===== config.mk =====
export PLATFORM = sky130hd
export DESIGN_NAME = id_seg
export DESIGN_NICKNAME = d
export VERILOG_FILES = /design/src/rtl/id_seg_pkg.sv /design/src/rtl/id_seg_reg_file.sv /design/src/rtl/id_seg.sv
export SDC_FILE = /design/constraint.sdc
export NUM_CORES = 2
export LEC_CHECK = 0
export CAP_MARGIN = 20
export CORE_ASPECT_RATIO = 0.7
export CORE_MARGIN = 3
export CORE_UTILIZATION = 35
export DETAILED_ROUTE_END_ITERATION = 12
export SLEW_MARGIN = 20
export SYNTH_ARGS = -nofsm -noshare
export SYNTH_HDL_FRONTEND = slang
export SYNTH_HIERARCHICAL = 1
export SYNTH_SLANG_ARGS = --single-unit

===== constraint.sdc =====
create_clock -name clk -period 2.7 [get_ports clk]
set_input_delay 0.675 -clock clk [delete_from_list [all_inputs] [get_ports clk]]
set_output_delay 0.675 -clock clk [all_outputs]
set_load 0.01 [all_outputs]

===== src/rtl/id_seg_pkg.sv =====
// Shared decode constants for the ID stage: opcodes, funct codes, field
// positions, bubble word and immediate-extension kinds.
package id_seg_pkg;

  localparam logic [31:0] NOP_WORD_DEF = 32'h0000_0000;

  localparam logic [5:0] OP_RTYPE = 6'b000000;
  localparam logic [5:0] OP_J     = 6'b000010;
  localparam logic [5:0] OP_BEQ   = 6'b000100;
  localparam logic [5:0] OP_ADDI  = 6'b001000;
  localparam logic [5:0] OP_ANDI  = 6'b001100;
  localparam logic [5:0] OP_ORI   = 6'b001101;
  localparam logic [5:0] OP_LW    = 6'b100011;
  localparam logic [5:0] OP_SW    = 6'b101011;

  localparam logic [5:0] FN_ADD = 6'b100000;
  localparam logic [5:0] FN_SUB = 6'b100010;
  localparam logic [5:0] FN_AND = 6'b100100;
  localparam logic [5:0] FN_OR  = 6'b100101;

  localparam int unsigned OP_LSB = 26;
  localparam int unsigned RS_LSB = 21;
  localparam int unsigned RT_LSB = 16;
  localparam int unsigned RD_LSB = 11;

  typedef enum logic [1:0] {
    IMM_SEXT,
    IMM_ZEXT,
    IMM_JTGT,
    IMM_NONE
  } imm_kind_e;

  function automatic logic [31:0] ext_imm(input logic [25:0] tgt, input imm_kind_e kind);
    logic [31:0] r;
    case (kind)
      IMM_SEXT: r = {{16{tgt[15]}}, tgt[15:0]};
      IMM_ZEXT: r = {16'h0000, tgt[15:0]};
      IMM_JTGT: r = {6'b000000, tgt};
      default:  r = '0;
    endcase
    return r;
  endfunction

endpackage


===== src/rtl/id_seg_reg_file.sv =====
// 32x32 general register file: $0 hardwired to zero, two combinational read
// ports with write-through from the single write port.
module id_seg_reg_file (
  input  logic        clk_i,
  input  logic        rst_i,
  input  logic        we_i,
  input  logic [4:0]  waddr_i,
  input  logic [31:0] wdata_i,
  input  logic [4:0]  raddr_a_i,
  input  logic [4:0]  raddr_b_i,
  output logic [31:0] rdata_a_o,
  output logic [31:0] rdata_b_o
);

  logic [31:0] mem_q [32];

  always_ff @(posedge clk_i) begin
    if (rst_i) begin
      for (int unsigned i = 0; i < 32; i++) mem_q[i] <= '0;
    end else if (we_i && waddr_i != '0) begin
      mem_q[waddr_i] <= wdata_i;
    end
  end

  always_comb begin
    rdata_a_o = mem_q[raddr_a_i];
    if (raddr_a_i == '0)                       rdata_a_o = '0;
    else if (we_i && waddr_i == raddr_a_i)     rdata_a_o = wdata_i;
  end

  always_comb begin
    rdata_b_o = mem_q[raddr_b_i];
    if (raddr_b_i == '0)                       rdata_b_o = '0;
    else if (we_i && waddr_i == raddr_b_i)     rdata_b_o = wdata_i;
  end

endmodule


===== src/rtl/id_seg.sv =====
// Instruction-decode stage: decodes IRi, reads operands, tracks in-flight
// destinations to detect RAW hazards, and latches the operand bundle for EX.
module id_seg
  import id_seg_pkg::*;
#(
  parameter logic [31:0] NOP_WORD     = NOP_WORD_DEF,
  parameter int unsigned HAZARD_DEPTH = 2
) (
  input  logic        clk,
  input  logic        rst,
  input  logic [31:0] IRi,
  input  logic [31:0] NPCi,
  input  logic        we,
  input  logic [4:0]  waddr,
  input  logic [31:0] wdata,
  input  logic        flush,
  output logic        stall,
  output logic [31:0] IRo,
  output logic [31:0] NPCo,
  output logic [31:0] Ao,
  output logic [31:0] Bo,
  output logic [31:0] Immo
);

  logic [5:0]  op;
  logic [4:0]  rs, rt, rd, dst;
  logic        use_rs, use_rt;
  imm_kind_e   kind;
  logic [31:0] rdata_a, rdata_b;
  logic        hit, bubble;

  logic [31:0] ir_q, npc_q, a_q, b_q, imm_q;
  logic [31:0] ir_d, npc_d, a_d, b_d, imm_d;
  logic        sb0_vld_d;
  logic [HAZARD_DEPTH-1:0] sb_vld_q;
  logic [4:0]              sb_reg_q [HAZARD_DEPTH];

  assign op = IRi[OP_LSB +: 6];
  assign rs = IRi[RS_LSB +: 5];
  assign rt = IRi[RT_LSB +: 5];
  assign rd = IRi[RD_LSB +: 5];

  always_comb begin
    use_rs = 1'b0;
    use_rt = 1'b0;
    dst    = '0;
    kind   = IMM_SEXT;
    case (op)
      OP_RTYPE:       begin use_rs = 1'b1; use_rt = 1'b1; dst = rd; kind = IMM_NONE; end
      OP_ADDI, OP_LW: begin use_rs = 1'b1; dst = rt; end
      OP_ANDI, OP_ORI: begin use_rs = 1'b1; dst = rt; kind = IMM_ZEXT; end
      OP_SW:          begin use_rs = 1'b1; use_rt = 1'b1; end
      OP_BEQ:         use_rs = 1'b1;
      OP_J:           kind = IMM_JTGT;
      default:        kind = IMM_SEXT;
    endcase
  end

  id_seg_reg_file u_rf (
    .clk_i     (clk),
    .rst_i     (rst),
    .we_i      (we),
    .waddr_i   (waddr),
    .wdata_i   (wdata),
    .raddr_a_i (rs),
    .raddr_b_i (rt),
    .rdata_a_o (rdata_a),
    .rdata_b_o (rdata_b)
  );

  // WB is not tracked: write-through covers a producer that is in WB now.
  always_comb begin
    hit = 1'b0;
    for (int unsigned i = 0; i < HAZARD_DEPTH; i++) begin
      if (sb_vld_q[i] && ((use_rs && rs != '0 && sb_reg_q[i] == rs) ||
                          (use_rt && rt != '0 && sb_reg_q[i] == rt)))
        hit = 1'b1;
    end
  end

  assign stall  = !rst && !flush && hit;
  assign bubble = flush || hit;

  always_comb begin
    ir_d      = IRi;
    npc_d     = NPCi;
    a_d       = rdata_a;
    b_d       = rdata_b;
    imm_d     = ext_imm(IRi[25:0], kind);
    sb0_vld_d = (dst != '0);
    if (bubble) begin
      ir_d      = NOP_WORD;
      npc_d     = '0;
      a_d       = '0;
      b_d       = '0;
      imm_d     = '0;
      sb0_vld_d = 1'b0;
    end
  end

  always_ff @(posedge clk) begin
    if (rst) begin
      ir_q     <= NOP_WORD;
      npc_q    <= '0;
      a_q      <= '0;
      b_q      <= '0;
      imm_q    <= '0;
      sb_vld_q <= '0;
      for (int unsigned i = 0; i < HAZARD_DEPTH; i++) sb_reg_q[i] <= '0;
    end else begin
      ir_q        <= ir_d;
      npc_q       <= npc_d;
      a_q         <= a_d;
      b_q         <= b_d;
      imm_q       <= imm_d;
      sb_vld_q[0] <= sb0_vld_d;
      sb_reg_q[0] <= dst;
      for (int unsigned i = 1; i < HAZARD_DEPTH; i++) begin
        sb_vld_q[i] <= sb_vld_q[i-1];
        sb_reg_q[i] <= sb_reg_q[i-1];
      end
    end
  end

  assign IRo  = ir_q;
  assign NPCo = npc_q;
  assign Ao   = a_q;
  assign Bo   = b_q;
  assign Immo = imm_q;

endmodule


==> tab_implementation.tex <==
\begin{tabular}{lr}
\hline
Metric & Value \\
\hline
\multicolumn{2}{l}{\textbf{Outcome}} \\
\quad Result of the run & finished, violations left \\
\quad Failing checks & negative setup slack \\
\multicolumn{2}{l}{\textbf{STA}} \\
\quad Time the final worst path needs with I/O delays and setup & 2835 ps \\
\quad Setup slack of the critical path after layout & -134.7 ps \\
\quad Maximum clock frequency & roughly 350 MHz \\
\quad Worst slew margin relative to its limit & 42.84\% \\
\quad RSZ-0062 raised after global routing & yes \\
\quad Setup violations, final & 1 \\
\quad Part of the cycle the worst path needs & 105.0\% \\
\quad Max Clock Skew & between 40 and 50 ps \\
\quad Total count of hold-check failures in the final report & 0 \\
\quad Slew @ Worst Pin & around 860 ps \\
\quad Final count of pins violating max slew & 0 \\
\multicolumn{2}{l}{\textbf{Global routing}} \\
\quad Vias in the first global route & roughly 42000 \\
\quad Largest net degree at the start of global routing & about 140 \\
\quad Number of antenna violations at the first check in global routing & 23 \\
\quad All-layer global routing usage & about a quarter \\
\quad Aggregate global routing overflow & 0 \\
\quad Wire length of the first global-routing pass & 330.6 mm \\
\multicolumn{2}{l}{\textbf{Synthesis}} \\
\quad Number of synthesized register bits & 1191 \\
\quad Avg Synthesized Cell Area & 13.87 um2 \\
\quad Flip-flop cell with the highest count after synthesis & sky130\_fd\_sc\_hd\_\_edfxtp\_1 \\
\quad Number of library cell types mapped by synthesis & 56 \\
\quad Proportion of synthesized chip area in sequential cells & 56.53\% \\
\quad Top cell type's share of synthesized area & around half \\
\quad Cells after Synth & 4349 \\
\quad Post-synthesis cell area & between 60000 and 70000 um2 \\
\quad Post-synth EDFFs & 1024 \\
\quad Largest area contributor in the synthesized netlist & sky130\_fd\_sc\_hd\_\_edfxtp\_1 \\
\quad Area contributors post-synth & sky130\_fd\_sc\_hd\_\_edfxtp\_1, sky130\_fd\_sc\_hd\_\_mux4\_2, sky130\_fd\_sc\_hd\_\_and2\_1 \\
\quad Count of warnings emitted by yosys & 6 \\
\quad Async set or reset register ratio after synthesis & 0\% \\
\multicolumn{2}{l}{\textbf{Floorplan}} \\
\quad Chip Width & 502.1 um \\
\quad Placeable core region & 169900 um2 \\
\quad Area of the die & 177400 um2 \\
\quad Number of placement rows & 126 \\
\quad Count of pins on the block boundary & roughly 270 \\
\quad Initial cell density of the core & 35.49\% \\
\quad Die height & 353.3 um \\
\multicolumn{2}{l}{\textbf{Cells and area}} \\
\quad Area overhead of the layout relative to synthesis & 23.78\% \\
\quad Final Util & between 40\% and 50\% \\
\quad Share of post-route cells with drive strength above 1 & 25.68\% \\
\quad Layout Cells excl Fill & 7212 \\
\quad Count of nets after finishing & 4958 \\
\multicolumn{2}{l}{\textbf{Route}} \\
\quad Avg Vias per Cell & 6.009 \\
\quad Drt initial violations & 7094 \\
\quad Average wire length per cell after detail routing & 33.01 um \\
\quad Number of detailed-route iterations in the first pass & 7 \\
\quad Overall routed net length & 238.1 mm \\
\quad DRC violations left & 0 \\
\quad Vias & 43330 \\
\quad Antenna-violating nets left & 0 \\
\multicolumn{2}{l}{\textbf{Pwr}} \\
\quad Static Leakage & 27.02 nW \\
\quad Power density of the placed cells & 594.3 nW/um2 \\
\quad IR Drop Worst-Case VDD & about 0.00069 V \\
\quad Total power after layout & roughly 0.044 W \\
\multicolumn{2}{l}{\textbf{Place}} \\
\quad Pre-CTS setup slack & -881.1 ps \\
\quad Cell total after placement & roughly 7000 \\
\quad Number of buffer cells added on primary ports & between 200 and 300 \\
\quad Gp weighted congestion & 0.9402 \\
\quad DP HPWL & between 150 and 200 mm \\
\multicolumn{2}{l}{\textbf{Run}} \\
\quad Max-cap violation count & 0 \\
\multicolumn{2}{l}{\textbf{Critical path}} \\
\quad Worst r2r path cells & 9 \\
\quad R2r endpoint & Ao[29] \\
\quad Worst Setup Path Type & in2out \\
\quad Top fanout value on the critical path & 2 \\
\quad Slack of the worst reg-to-reg path & between 150 and 200 ps \\
\quad Startpoint Class & input pin \\
\quad Sort of element at the end of the critical path & output pin \\
\quad Critical path arrival & 2160 ps \\
\quad Required time of the critical path & 2030 ps \\
\quad Worst flop-to-flop path startpoint & sb\_reg\_q[0][0] \\
\multicolumn{2}{l}{\textbf{CTS}} \\
\quad Max H-tree Level & 3 \\
\quad TritonCTS clock tree & done \\
\quad Clock sink count & 1191 \\
\quad Clock Path Buffers & 3 \\
\quad Register clock-pin slew on the reported worst setup and hold paths & 70 ps \\
\quad Total CTS buffers & 117 \\
\quad Insertion delay of the later-clocked pin in the worst-skew pair & 750 ps \\
\quad Hold-fix buffers at CTS & 0 \\
\quad Clk Tree Root Cell & sky130\_fd\_sc\_hd\_\_clkbuf\_16 \\
\multicolumn{2}{l}{\textbf{Worst hold path}} \\
\quad End point of the most critical hold path & sb\_vld\_q[1] \\
\quad Number of cells on the worst hold path & 2 \\
\quad Hold wc startpoint & rst \\
\quad Worst Hold Class & in2reg \\
\hline
\end{tabular}
-- synth_stat cells, types with 12 or more instances --
| master | number |
|---|---|
| sky130_fd_sc_hd__a2111oi_0 | 32 |
| sky130_fd_sc_hd__a21oi_1 | 81 |
| sky130_fd_sc_hd__a221o_1 | 13 |
| sky130_fd_sc_hd__a22o_1 | 55 |
| sky130_fd_sc_hd__a22oi_1 | 139 |
| sky130_fd_sc_hd__and2_1 | 996 |
| sky130_fd_sc_hd__buf_1 | 18 |
| sky130_fd_sc_hd__buf_2 | 98 |
| sky130_fd_sc_hd__buf_4 | 32 |
| sky130_fd_sc_hd__clkbuf_1 | 326 |
| sky130_fd_sc_hd__dfxtp_1 | 167 |
| sky130_fd_sc_hd__edfxtp_1 | 1024 |
| sky130_fd_sc_hd__mux2i_1 | 281 |
| sky130_fd_sc_hd__mux4_2 | 388 |
| sky130_fd_sc_hd__nand2_1 | 165 |
| sky130_fd_sc_hd__nand3_1 | 14 |
| sky130_fd_sc_hd__nand4_1 | 14 |
| sky130_fd_sc_hd__nor2_1 | 60 |
| sky130_fd_sc_hd__nor2b_1 | 12 |
| sky130_fd_sc_hd__nor3_1 | 137 |
| sky130_fd_sc_hd__nor4_1 | 18 |
| sky130_fd_sc_hd__o221a_2 | 18 |
| sky130_fd_sc_hd__o221ai_1 | 42 |
| sky130_fd_sc_hd__o22ai_1 | 41 |
| sky130_fd_sc_hd__or2_2 | 34 |
| sky130_fd_sc_hd__xor2_1 | 20 |
-- cell usage in the layout, fill, tap and decap left out, drive strengths merged, types with 38 or more instances in the layout --
cell type | netlist | layout
buf | 154 | 583
dfxtp | 167 | 167
a21oi | 81 | 81
clkdlybuf4s50 | 0 | 248
clkinv | 0 | 38
o22ai | 41 | 41
clkbuf | 326 | 165
mux2i | 281 | 281
a22oi | 139 | 139
a22o | 55 | 55
edfxtp | 1024 | 1024
mux4 | 388 | 388
and2 | 998 | 998
nand2 | 165 | 165
o221ai | 42 | 42
nor2 | 60 | 60
nor3 | 137 | 137
-- metal layers --
metal | vias to the layer above | GRT usage (%) | part of all wire [%]
li1 | 17570 | - | -
met1 | 22160 | 38.28 | 41
met2 | 3069 | 37.57 | 42
met3 | 528 | 6.694 | 13
met4 | 4 | 9.387 | 4.2
met5 | - | 0 | 0.011
-- per-stage QoR --
step                hold slack, ps  instance area [um2]  setup TNS [ps]
global route                 233.1                74610          -155.7
finish                       250.8                74650          -134.7
detailed placement           468.4                70760         -267260
CTS                          198.4                74590          -163.7
floorplan                    430.3                60450          -63.70
global placement             462.2                70760         -248730
-- where the power goes --
group | internal, W | switching [W]
sequential | 0.0209 | 0.000511
combinational | 0.00280 | 0.00336
clock | 0.00917 | 0.00758
total | 0.0329 | 0.0115
-- timing repair --
| action | 4_1_cts | 5_1_grt |
|---|---|---|
| endpoints found under the setup margin | 5 | 2 |
| hold endpoints to repair | 0 | 0 |
| buffers inserted | 2 | 1 |
| resized for setup | 26 | 4 |
| pin swaps | 9 | 11 |
-- logic make-up (layout without fill, tap and decap cells) --
family / Yosys count / after routing / synth area share, %
simple gates: 1476 / 1476 / 14.11
mux: 674 / 674 / 19.25
xor+xnor: 30 / 30 / 0.4357
other cells: 1 / 50 / 0.006218
flops: 1191 / 1191 / 56.53
buf+inv: 482 / 1056 / 3.477
compound gates: 495 / 495 / 6.187
-- worst max-delay path by stage --
stage,from,to,slack (ps),depth (start not counted)
CTS,sb_reg_q[0][0],stall,-160,6
global placement,IRi[27],stall,-920,7
floorplan,IRi[31],stall,-60,8
finish,IRi[31],stall,-130,7
detailed placement,IRi[26],stall,-880,7
global route,sb_reg_q[0][5],stall,-160,6
-- flip-flops by register name (all words and copies together) (netlist names) --
register	count
Ao	32
Bo	32
IRo	32
Immo	27
NPCo	32
sb_reg_q	10
sb_vld_q	2
u_rf/mem_q	1024
-- critical path, stage by stage --
cell and delay, ps:
sky130_fd_sc_hd__buf_2 100, sky130_fd_sc_hd__or4_4 540, sky130_fd_sc_hd__a22oi_2 190, sky130_fd_sc_hd__nand4_1 170, sky130_fd_sc_hd__a21boi_4 190, sky130_fd_sc_hd__o21a_1 160
sky130_fd_sc_hd__buf_2 140
-- final cells by class --
cell class | count | area (um2)
fillers | 15080 | 95300
well taps | 2240 | 2803
flip-flops and latches | 1191 | 34100
clock buffers | 164 | 3282
diodes | 18 | 45.04
multi-input cells | 2707 | 24580
clock inverters | 56 | 538.0
repair buffers | 834 | 9294
inverters | 2 | 7.507
(Power assumes the default switching activity.)
